--- src/rtl/dmem_arbiter.sv ---
// dmem_arbiter: two-port (core, DMA) arbiter in front of a single-ported data
// memory with combinational read data. The core normally has priority. A
// saturating starvation counter forces one DMA slot after STARVE_LIMIT
// consecutive denied DMA cycles. Load data is registered and returned one
// cycle after the grant, with a valid strobe on the port that issued the read.
module dmem_arbiter #(
   parameter int STARVE_LIMIT = 4,
   parameter int AW           = 32
) (
   input  logic          clk,
   input  logic          reset,
   // core port
   input  logic          core_req,
   input  logic          core_we,
   input  logic [AW-1:0] core_addr,
   input  logic [31:0]   core_wdata,
   output logic          core_gnt,
   output logic          core_stall,
   output logic [31:0]   core_rdata,
   output logic          core_rvalid,
   // DMA / loader port
   input  logic          dma_req,
   input  logic          dma_we,
   input  logic [AW-1:0] dma_addr,
   input  logic [31:0]   dma_wdata,
   output logic          dma_gnt,
   output logic [31:0]   dma_rdata,
   output logic          dma_rvalid,
   // data memory
   output logic          mem_we,
   output logic [AW-1:0] mem_addr,
   output logic [31:0]   mem_wdata,
   input  logic [31:0]   mem_rdata
);

   // Response owner encoding for the registered read data.
   localparam logic [1:0] OWN_NONE = 2'd0;
   localparam logic [1:0] OWN_CORE = 2'd1;
   localparam logic [1:0] OWN_DMA  = 2'd2;

   // Starvation threshold; the counter is 4 bits wide, enough for 1..15.
   localparam logic [3:0] LIMIT = 4'(STARVE_LIMIT);

   logic [3:0]  starve_cnt_reg;
   logic [3:0]  starve_cnt_next;
   logic [31:0] rdata_reg;
   logic [31:0] rdata_next;
   logic [1:0]  owner_reg;
   logic [1:0]  owner_next;

   logic        forced_slot;
   logic        core_win;
   logic        dma_win;

   // Grant decision: core first, unless the DMA has been starved long enough.
   // Once the forced slot is consumed the counter clears, so the core wins the
   // very next cycle.
   always_comb begin
      forced_slot = dma_req && (starve_cnt_reg == LIMIT);
      core_win    = !reset && core_req && !forced_slot;
      dma_win     = !reset && dma_req && !core_win;
   end

   assign core_gnt   = core_win;
   assign dma_gnt    = dma_win;
   assign core_stall = !reset && core_req && !core_win;

   // Memory-side mux: the DMA drives the bus only when granted; otherwise the
   // core fields pass through and the write enable stays low unless granted.
   always_comb begin
      mem_addr  = core_addr;
      mem_wdata = core_wdata;
      mem_we    = 1'b0;
      if (dma_win) begin
         mem_addr  = dma_addr;
         mem_wdata = dma_wdata;
         mem_we    = dma_we;
      end else if (core_win) begin
         mem_we    = core_we;
      end
   end

   // Starvation counter: count denied DMA cycles (saturating), clear on a DMA
   // grant or when the DMA withdraws its request.
   always_comb begin
      starve_cnt_next = 4'd0;
      if (dma_req && !dma_win) begin
         if (starve_cnt_reg == LIMIT) begin
            starve_cnt_next = starve_cnt_reg;
         end else begin
            starve_cnt_next = starve_cnt_reg + 4'd1;
         end
      end
   end

   // Read capture: latch memory data and its owner on a granted read; writes
   // and idle cycles leave the data untouched but retire the owner.
   always_comb begin
      rdata_next = rdata_reg;
      owner_next = OWN_NONE;
      if (core_win && !core_we) begin
         rdata_next = mem_rdata;
         owner_next = OWN_CORE;
      end else if (dma_win && !dma_we) begin
         rdata_next = mem_rdata;
         owner_next = OWN_DMA;
      end
   end

   // State registers; reset also drops any read response still in flight.
   always_ff @(posedge clk) begin
      if (reset) begin
         starve_cnt_reg <= 4'd0;
         rdata_reg      <= 32'h0;
         owner_reg      <= OWN_NONE;
      end else begin
         starve_cnt_reg <= starve_cnt_next;
         rdata_reg      <= rdata_next;
         owner_reg      <= owner_next;
      end
   end

   assign core_rdata  = rdata_reg;
   assign dma_rdata   = rdata_reg;
   assign core_rvalid = !reset && (owner_reg == OWN_CORE);
   assign dma_rvalid  = !reset && (owner_reg == OWN_DMA);

endmodule

--- config.mk ---
export PLATFORM = sky130hd
export DESIGN_NAME = dmem_arbiter
export DESIGN_NICKNAME = d
export VERILOG_FILES = /design/src/rtl/dmem_arbiter.sv
export SDC_FILE = /design/constraint.sdc
export NUM_CORES = 1
export LEC_CHECK = 0
export BUFFER_PORTS_ARGS = -buffer_cell sky130_fd_sc_hd__buf_2
export CORE_AREA = 2 2 116 118
export DETAILED_ROUTE_END_ITERATION = 12
export DIE_AREA = 0 0 118 120
export PLACE_DENSITY = 0.61
export SETUP_SLACK_MARGIN = 0.1
export SLEW_MARGIN = 20
export SYNTH_ARGS = -nofsm -noshare
export SYNTH_HDL_FRONTEND = slang
export SYNTH_SLANG_ARGS = --single-unit
--- constraint.sdc ---
create_clock -name clk -period 5.5 [get_ports clk]
set_input_delay 1.1 -clock clk [delete_from_list [all_inputs] [get_ports clk]]
set_output_delay 1.1 -clock clk [all_outputs]
set_load 0.005 [all_outputs]
After elaboration in Yosys (flattened, before gate mapping)
Cells that the tools add are included.
{ "totals": {"in_bits": 166, "output_inout_bits": 134, "elab_cells": 37, "ff_bits": 38} }
{ "op_classes": {"reduce_logical": 20, "n_addsub": 1, "n_eq_ne": 3, "muxes": 8, "n_bitwise": 1} }
{ "ops": {"columns": ["op", "n"], "rows": [
  ["2-to-1 mux 32 bit", 4],
  ["logical AND 1 bit", 11],
  ["logical NOT 1 bit", 6],
  ["adder 4 x 1 -> 4 bit, second input constant", 1],
  ["== test 4 x 3 -> 1 bit, second input constant", 1],
  ["OR reduction 2 bit", 2],
  ["2-to-1 mux 1 bit", 3],
  ["== test 2 x 1 -> 1 bit, second input constant", 1],
  ["== test 2 bit, second input constant", 1],
  ["2-to-1 mux 2 bit", 1],
  ["nonzero test 2 bit", 1],
  ["inverter 1 bit", 1]
]} }

Longest topological paths before layout
Gate-level depths: netlist of run 1.
{ "depth": {"ltp_word": 10, "depth_mapped": 7, "mapped_depth_nobuf": 6} }

Worst setup path after synthesis of run 1
No wires, ideal clock.
{ "synth_timing": {"path_type": "input to output", "startpoint": "input dma_req", "endpoint": "output mem_addr[0]", "n_path_buf": 2, "path_stages": 5, "required_time_ns": 4.400, "t_arrival_ns": 2.162, "path_slack_ns": 2.238, "path_cell_list": "nor2b_2 -> a21boi_4 -> buf_6 -> buf_6 -> mux2_1"} }
{ "synth_between": {"elab_chain_cells": 6, "word_cells_on_any_way": 7, "cone_classes": "mux (1); reduce/logical (6)"} }
{ "synth_rtl": {"columns": ["element", "line", "source"], "rows": [
  ["start: declaration", "22", "input logic dma_req,"],
  ["logical AND 1 bit", "59", "forced_slot = dma_req && (starve_cnt_reg == LIMIT);"],
  ["logical NOT 1 bit", "60", "core_win = !reset && core_req && !forced_slot;"],
  ["logical AND 1 bit", "60", null],
  ["logical NOT 1 bit", "61", "dma_win = !reset && dma_req && !core_win;"],
  ["logical AND 1 bit *", "61", null],
  ["2-to-1 mux 32 bit *", "74", "if (dma_win) begin"],
  ["end: declaration", "31", "output logic [AW-1:0] mem_addr,"]
]} }
Every way passes the cells marked *; elsewhere a longest branch is shown, timed or not.

Worst setup path in the final report of run 1
{ "layout_timing": {"startpoint": "input dma_req", "endpoint": "output mem_wdata[21]"} }
{ "layout_between": {"elab_chain_cells": 6, "word_cells_on_any_way": 7, "cone_classes": "mux (1); reduce/logical (6)"} }
{ "layout_rtl": {"columns": ["element", "line", "source"], "rows": [
  ["logical AND 1 bit", "59", null],
  ["logical NOT 1 bit", "60", null],
  ["logical AND 1 bit", "60", null],
  ["logical NOT 1 bit", "61", null],
  ["logical AND 1 bit *", "61", null],
  ["2-to-1 mux 32 bit *", "74", null],
  ["end: declaration", "32", "output logic [31:0] mem_wdata,"]
]} }
Marked as above.

==> results of run 1 <==
==> how the worst max path moves through the flow <==
stage	start	to	slack, ns
3_3_place_gp	dma_req	mem_wdata[21]	1.87
5_1_grt	dma_req	mem_addr[27]	1.78
6_report	dma_req	mem_wdata[21]	1.84
4_1_cts	dma_req	mem_wdata[21]	1.85
3_5_place_dp	dma_req	mem_wdata[21]	1.86
2_1_floorplan	dma_req	mem_addr[0]	2.24
==> placed cells by master (no fill, tap or decap), drive strengths merged, types with 2 or more instances in the layout <==
cell / count
nor2b: 2
clkbuf: 5
inv: 7
bufinv: 2
nor2: 6
nand2b: 64
mux2i: 32
o21ai: 2
ha: 2
nand3: 3
nor3b: 2
mux2: 64
buf: 302
dfxtp: 38
==> worst max-delay path, stage by stage <==
cell and delay [ns]:
buf_2 0.11, nor2b_2 0.20, a21boi_4 0.22, buf_12 0.30, mux2_1 0.41, buf_2 0.14
==> power by group through the flow <==
stage	combinational (mW)	clock (mW)	sequential, mW
after global placement	0.212	0	0.303
after detailed placement	0.213	0	0.303
final	0.211	0.375	0.297
after global routing	0.231	0.398	0.298
after floorplan	0.111	0	0.303
after CTS	0.214	0.388	0.297
==> cell families after synthesis <==
logic type               after synthesis  share of synthesized area
buffers and inverters                 56                      0.150
XOR/XNOR                               1                    0.00309
AO/OA/AOI/OAI                          5                     0.0252
flip-flops                            38                      0.268
adder cells (fa/ha/maj)                2                    0.00883
multiplexers                          96                      0.367
AND/OR/NAND/NOR                       81                      0.177
==> routing by layer <==
metal	global-route usage	vias up	share of wire
li1	-	1417	-
met1	0.157	1253	0.45
met2	0.198	137	0.47
met3	0.0295	2	0.076
met4	0.0143	0	0.0034
met5	0	-	0
==> per-stage QoR <==
step                      total power, mW  worst slack, ns
after floorplan                     0.414             2.24
after global placement              0.515             1.87
after detailed placement            0.515             1.86
after CTS                           0.899             1.85
after global routing                0.927             1.78
final                               0.882             1.84
==> cell type report <==
class | instances | area (µm²) | area share
repair buffers | 302 | 1530 | 0.350
clock inverters | 3 | 68.8 | 0.0157
inverters | 7 | 26.3 | 0.00600
multi-input cells | 185 | 1650 | 0.376
clock buffers | 5 | 125 | 0.0286
flip-flops and latches | 38 | 761 | 0.174
well taps | 176 | 220 | 0.0503
==> impl_metrics.py, run 1 <==
metrics = {
    "floorplanning": {
        "die_w_um": 118,
        "ios": 300,
        "rows": 42,
        "core_area_um2": 13000,
        "dieArea_um2": 14200,
        "die-height_um": 120,
        "initial_core_util": 0.218,
    },
    "hold_path": {
        "hold_end": "starve_cnt_reg[0]",
        "holdPathStages": 1,
        "min_path_type": "reg2reg",
        "hold_path.startpoint": "starve_cnt_reg[0]",
    },
    "critical_path": {
        "r2r-start": "starve_cnt_reg[0]",
        "r2r_setup_slack_ns": 3.43,
        "worst_setup_path_end_kind": "output port",
        "reg2regPathDepth": 8,
        "timing.rr.end": "core_rdata[19]",
        "cp.arrival_ns": 2.56,
        "startpoint_type": "input port",
        "cp.required_ns": 4.40,
        "cp_max_fo": 67,
        "crit_type": "in2out",
    },
    "layout": {
        "fin_cells": 716,
        "largest_reg_flops": 32,
        "drive_gt1_frac": 0.628,
        "antenna_cells": 0,
        "fill_cells": 1376,
        "final_nets": 707,
        "syn2layout_area_growth_pct": 54.6,
        "post-route-util": 0.338,
        "fin_area_um2": 4380,
    },
    "clock_tree": {
        "hold_buffers": 0,
        "clockBufferDepth": 2,
        "post_cts_buffers": 0,
        "worstSkewPairLatency_ns": 0.27,
        "cts_num_sinks": 38,
        "cts.clk_slew.worst_paths_ns": 0.06,
        "root_buffer": "clkbuf_16",
        "cts_resized": 0,
        "tritoncts": "built",
        "htree_levels": 2,
        "cts_buffers": 5,
    },
    "placed_design": {
        "port_buffers": 299,
        "gp_congestion": 0.848,
        "postPlaceCellArea_um2": 4190,
        "dp_hpwl_um": 7510,
        "dp_cells": 708,
    },
    "synthesis": {
        "synth_top_area_share": 0.268,
        "synth_area_per_cell_um2": 10.2,
        "synth_enable_flop_cells": 0,
        "yosys_most_used_dff": "dfxtp_1",
        "ys_ff_latch": 38,
        "synth.distinct_cells": 26,
        "synth_most_common_cell": "nand2b_1",
        "async_flop_share": 0,
        "synth_top_cell_by_area": "dfxtp_1",
        "synth_area_leaders": "dfxtp_1, mux2_1, nand2b_1",
        "syn_inst": 279,
        "synthesis.nets": 447,
        "synth_area_um2": 2830,
        "yosys_warnings": 0,
        "synth_common_cells": "nand2b_1, mux2_1, dfxtp_1, buf_4, mux2i_1",
        "seq_area_frac_synth": 0.268,
    },
    "sta": {
        "hold_viol": 0,
        "final.setup_skew_ns": 0.00613,
        "slew_headroom": 0.624,
        "fmax_mhz": 273,
        "rsz0062_at_grt": "no",
        "whs_ns": 0.462,
        "timing.setup.tns_ns": 0,
        "tightest_slew_ns": 0.565,
        "setup_viol": 0,
        "fin_crit_sh": 0.666,
        "finalMaxSlewViolations": 0,
        "fin_crit_ns": 3.66,
    },
    "global_route": {
        "overflow": 0,
        "grt_first_pass_wirelength_um": 13600,
        "grt.total_usage": 0.118,
        "grt_pass1_vias": 2581,
        "antenna_found_initial": 1,
        "grt_max_degree": 68,
    },
    "power": {
        "cellLeakagePower_nw": 2.42,
        "clkPwrFrac": 0.425,
        "sw_frac_of_total": 0.235,
        "combPwrFrac": 0.239,
        "seq_power_share": 0.336,
        "power_density_nw_per_um2": 201,
        "p_switching_mw": 0.207,
        "peakVddDrop_v": 0.000112,
        "p_int_mw": 0.675,
    },
    "route": {
        "ant_nets": 0,
        "vias_per_cell": 3.92,
        "drtIter0Drc": 69,
        "drt_wl_total_um": 9120,
        "vias": 2809,
        "dr.pass1.iters": 4,
        "wl_per_cell_um": 12.7,
        "drc": 0,
    },
    "job": {
        "drv_cap": 0,
    },
    "status": {
        "outcome": "completed",
    },
}
No activity file was read; power rests on OpenSTA's default activity.
==> run 2: changes to the inputs <==
ABC_AREA = 1   (was unset)
CORE_AREA = 2 2 117 119   (was 2 2 116 118)
DIE_AREA = 0 0 119 121   (was 0 0 118 120)
PLACE_DENSITY = 0.62   (was 0.61)
clock period = 3.3 ns   (was 5.5 ns; I/O delays follow)
==> run 2 against run 1 <==
Net effect:
- combinational power up 120%
- worst setup slack worse by 1.4 ns
- critical path type is now reg2out
- final cell count up 29%
- total power up 66%
- highest routed layer is now met5
- largest power group is now registers
==> impl_metrics.py, run 2 <==
metrics = {
    "critical_path": {
        "worst_path_most_repeated_cell": "nand2_1",
        "worstSetupStartpoint": "starve_cnt_reg[0]",
        "cp_max_fo": 65,
        "startpoint_type": "flop",
        "critPathBufInv": 3,
        "cp.arrival_ns": 2.19,
        "worst_setup_path_end_kind": "output port",
        "crit_family": "buffers and inverters",
        "crit_chain": "inv_1 > ha_1 > nand3_1 > nand2_1 > nand2_2 > buf_4 > nand2_1 > nand2_1 > buf_2",
        "cp.required_ns": 2.64,
        "crit_type": "reg2out",
        "critPathSlowestCell": "buf_4",
        "max_stage_delay_ns": 0.50,
        "r2r-start": "starve_cnt_reg[0]",
    },
    "synthesis": {
        "synth_top_area_share": 0.305,
        "yosys_most_used_dff": "dfxtp_1",
        "ys_ff_latch": 38,
        "async_flop_share": 0,
        "synth_top_cell_by_area": "nand2_1",
        "synth_most_common_cell": "nand2_1",
        "syn_inst": 495,
        "yosys_warnings": 0,
        "synth.distinct_cells": 19,
        "synth_area_um2": 2870,
        "synth_area_leaders": "nand2_1, dfxtp_1, buf_4",
        "synth_enable_flop_cells": 0,
        "synthesis.nets": 663,
        "synth_area_per_cell_um2": 5.79,
        "seq_area_frac_synth": 0.265,
        "synth_common_cells": "nand2_1, buf_4, inv_1, dfxtp_1, nor2_1",
    },
    "floorplanning": {
        "ios": 300,
        "core_area_um2": 13100,
        "die-height_um": 121,
        "die_w_um": 119,
        "rows": 42,
        "initial_core_util": 0.219,
        "dieArea_um2": 14400,
    },
    "clock_tree": {
        "cts.clk_slew.worst_paths_ns": 0.05,
        "htree_levels": 2,
        "root_buffer": "clkbuf_16",
        "cts_resized": 0,
        "tritoncts": "built",
        "worstSkewPairLatency_ns": 0.28,
        "clockBufferDepth": 2,
        "cts_num_sinks": 38,
        "cts_buffers": 5,
        "hold_buffers": 0,
        "post_cts_buffers": 0,
    },
    "status": {
        "outcome": "completed",
    },
    "layout": {
        "fin_cells": 924,
        "post-route-util": 0.334,
        "final_nets": 913,
        "final_common_cell": "buf_2",
        "syn2layout_area_growth_pct": 52.6,
        "drive_gt1_frac": 0.442,
        "layout_common_cells": "buf_2, nand2_1, inv_1",
        "largest_reg_flops": 32,
    },
    "power": {
        "p_switching_mw": 0.446,
        "cellLeakagePower_nw": 2.82,
        "p_int_mw": 1.02,
        "peakVddDrop_v": 0.000229,
        "combPwrFrac": 0.315,
        "sw_frac_of_total": 0.305,
        "power_density_nw_per_um2": 335,
        "clkPwrFrac": 0.333,
        "seq_power_share": 0.352,
    },
    "sta": {
        "tightest_slew_ns": 0.694,
        "final.setup_skew_ns": 0.00672,
        "fin_ws_ns": 0.455,
        "fin_crit_sh": 0.862,
        "hold_viol": 0,
        "fmax_mhz": 351,
        "slew_headroom": 0.537,
        "rsz0062_at_grt": "no",
        "whs_ns": 0.470,
        "finalMaxSlewViolations": 0,
        "timing.setup.tns_ns": 0,
        "setup_viol": 0,
        "fin_crit_ns": 2.85,
    },
    "global_route": {
        "grt.total_usage": 0.150,
        "grt_max_degree": 66,
        "overflow": 0,
        "grt_first_pass_wirelength_um": 17200,
        "grt_pass1_vias": 3264,
        "antenna_found_initial": 3,
    },
    "hold_path": {
        "min_path_type": "reg2reg",
        "hold_path.startpoint": "starve_cnt_reg[0]",
    },
    "route": {
        "wl_per_cell_um": 12.6,
        "ant_nets": 0,
        "vias": 3809,
        "vias_per_cell": 4.12,
        "drt_wl_total_um": 11700,
        "drtIter0Drc": 167,
        "dr.pass1.iters": 5,
        "drc": 0,
    },
    "job": {
        "drv_cap": 0,
    },
    "placed_design": {
        "dp_cells": 914,
        "gp_congestion": 0.836,
        "port_buffers": 299,
        "place_ws_ns": 0.538,
        "dp_hpwl_um": 9310,
    },
}
[run 2: final cells by class]
class	count	area (µm²)
Antenna cell	2	5.00
Clock buffer	6	139
Clock inverter	2	12.5
Fill cell	1461	8710
Inverter	45	169
Multi-Input combinational cell	349	1500
Sequential cell	38	761
Tap cell	176	220
Timing Repair Buffer	306	1570
[run 2: power by group through the flow]
stage / Sequential, mW / Clock (mW) / Combinational, mW
after floorplan: 0.525 / 0 / 0.243
after global placement: 0.525 / 0 / 0.464
after detailed placement: 0.526 / 0 / 0.464
after CTS: 0.516 / 0.505 / 0.467
after global routing: 0.520 / 0.522 / 0.515
final: 0.515 / 0.487 / 0.461
[run 2: kinds of logic after synthesis]
logic type	count (synthesis)	synth area share
AOI/OAI and AO/OA	35	0.0615
adders and majority gates	2	0.00873
xor gates and xnor gates	1	0.00306
and+or+nand+nor	311	0.446
buffers and inverters	108	0.216
DFF	38	0.265
[run 2: layer usage]
| metal | GRT usage | wire (µm) | vias to the layer above |
|---|---|---|---|
| met5 | 0 | 27 | - |
| met4 | 0.0342 | 180 | 4 |
| met3 | 0.0442 | 1210 | 17 |
| met2 | 0.242 | 5280 | 198 |
| met1 | 0.197 | 4960 | 1631 |
| li1 | - | - | 1959 |
[run 2: metrics by stage]
step           instance area (µm²)  total power, mW
3_3_place_gp                  4220            0.988
3_5_place_dp                  4220            0.989
4_1_cts                       4370             1.49
2_1_floorplan                 2870            0.768
5_1_grt                       4370             1.56
6_report                      4380             1.46
[run 2: final timing paths]
| check | to | slack, ns | depth (start not counted) |
|---|---|---|---|
| worst max-delay path | mem_addr[5] | 0.45 | 9 |
| worst min register to register | starve_cnt_reg[0] | 0.47 | 1 |
| worst max register to register | core_rdata[4] | 1.41 | 9 |
| worst min-delay path | starve_cnt_reg[0] | 0.47 | 1 |
==> run 3: changes to the inputs <==
PLACE_DENSITY = 0.52   (was 0.62)
==> run 3 against run 2 <==
Net effect:
- sequential cell count unchanged
- die area unchanged
- sequential power about the same
- combinational power decreased by 2%
- via count decreased by 1.4%
- total power increased by 10%
- hold slack got worse by 0.0070 ns
- sequential share of layout area decreased by 0.12 points
- global-route usage increased by 0.30 points
- critical path type unchanged
- non-clock buffer count decreased by 2
==> impl_metrics.py, run 3 (synthesis results as in run 2) <==
metrics = {
    "route": {
        "vias_per_cell": 4.08,
        "ant_nets": 0,
        "dr.pass1.iters": 4,
        "wl_per_cell_um": 12.9,
        "drc": 0,
        "vias": 3756,
        "drt_wl_total_um": 11800,
        "drtIter0Drc": 215,
    },
    "critical_path": {
        "cp_max_fo": 62,
        "r2r_setup_slack_ns": 1.40,
        "cp.required_ns": 2.64,
        "cp.depth": 10,
        "worst_path_most_repeated_cell": "nand2_1",
        "crit_family": "buffers and inverters",
        "critPathSlowestCell": "dfxtp_1",
        "worst_setup_path_end_kind": "output port",
        "crit_chain": "inv_1 > ha_1 > nand3_1 > nand2_1 > nand2_2 > inv_2 > buf_12 > nand2_1 > nand2_1 > buf_2",
        "reg2regPathDepth": 9,
        "crit_type": "reg2out",
        "max_stage_delay_ns": 0.33,
        "critPathBufInv": 4,
        "startpoint_type": "flop",
        "cp.arrival_ns": 1.98,
    },
    "global_route": {
        "met3_usage": 0.0517,
        "grt_max_degree": 66,
        "overflow": 0,
        "antenna_found_initial": 3,
        "grt.total_usage": 0.153,
        "grt_pass1_vias": 3235,
        "use_met1": 0.192,
        "use_met2": 0.246,
        "top_usage_layer": "met2",
        "grt_first_pass_wirelength_um": 17400,
    },
    "floorplanning": {
        "rows": 42,
        "die-height_um": 121,
        "die_w_um": 119,
        "core_area_um2": 13100,
        "ios": 300,
        "dieArea_um2": 14400,
        "initial_core_util": 0.219,
    },
    "sta": {
        "rsz0062_at_grt": "no",
        "tightest_slew_ns": 0.714,
        "fin_crit_ns": 2.64,
        "timing.setup.tns_ns": 0,
        "final.setup_skew_ns": 0.00736,
        "hold_viol": 0,
        "fmax_mhz": 379,
        "setup_viol": 0,
        "slew_headroom": 0.524,
        "finalMaxSlewViolations": 0,
        "fin_crit_sh": 0.799,
    },
    "layout": {
        "largest_reg_flops": 32,
        "final_nets": 911,
        "regArea_um2": 761,
        "layout_common_cells": "buf_2, nand2_1, inv_1",
        "drive_gt1_frac": 0.441,
        "post-route-util": 0.337,
        "multiInputGateArea_um2": 1500,
        "final_common_cell": "buf_2",
        "fill_cells": 1523,
        "fin_area_um2": 4410,
        "syn2layout_area_growth_pct": 53.7,
    },
    "hold_path": {
        "holdPathStages": 1,
        "min_path_type": "reg2reg",
    },
    "placed_design": {
        "gp_congestion": 0.810,
        "dp_hpwl_um": 9260,
        "postPlaceCellArea_um2": 4200,
        "port_buffers": 299,
    },
    "power": {
        "power_density_nw_per_um2": 366,
        "cellLeakagePower_nw": 2.84,
        "peakVddDrop_v": 0.000280,
        "total_power_mw": 1.61,
    },
    "clock_tree": {
        "hold_buffers": 0,
        "post_cts_buffers": 0,
        "htree_levels": 2,
        "cts.clk_slew.worst_paths_ns": 0.05,
        "cts_resized": 0,
        "cts_num_sinks": 38,
        "cts_buffers": 5,
        "worstSkewPairLatency_ns": 0.28,
        "clockBufferDepth": 2,
        "tritoncts": "built",
        "root_buffer": "clkbuf_16",
    },
    "job": {
        "drv_cap": 0,
    },
    "status": {
        "outcome": "completed",
    },
}
[run 3: worst paths after layout]
| path | from | endpoint |
|---|---|---|
| worst min register to register | starve_cnt_reg[0] | starve_cnt_reg[0] |
| worst max-delay path | starve_cnt_reg[0] | mem_addr[3] |
| worst max register to register | starve_cnt_reg[0] | core_rdata[16] |
| worst min-delay path | starve_cnt_reg[0] | starve_cnt_reg[0] |
[run 3: report_power, final]
part           switching [mW]  internal, mW  total [mW]  leakage (nW)
clock network           0.189         0.454       0.643        0.0971
logic                   0.228         0.226       0.453          2.43
registers              0.0241         0.492       0.516         0.312
[run 3: stage by stage]
step                setup slack, ns  cells  hold WS, ns
finish                        0.665    921        0.463
global route                  0.476    921        0.504
CTS                           0.639    920        0.475
detailed placement            0.712    912        0.462
global placement              0.704    912        0.453
floorplan                      1.21    495        0.430
[run 3: worst register-to-register path: cells and delay by family (launching register included)]
family	cells	cell delay, ns
AND/OR/NAND/NOR	6	0.62
flip-flops	1	0.37
adder cells (fa/ha/maj)	1	0.23
buffers and inverters	2	0.60
[run 3: final cells by class]
class / count / area share
Antenna cell: 1 / 0.000568
Timing Repair Buffer: 304 / 0.354
Inverter: 45 / 0.0383
Clock inverter: 2 / 0.0136
Clock buffer: 6 / 0.0315
Tap cell: 176 / 0.0500
Multi-Input combinational cell: 349 / 0.339
Sequential cell: 38 / 0.173
[run 3: per-layer routing]
metal  part of all wire  vias up  wire (µm)
met5             0.0018        -         21
met4              0.017        4        204
met3               0.10       18       1200
met2               0.46      183       5400
met1               0.42     1592       5020
li1                   -     1959          -
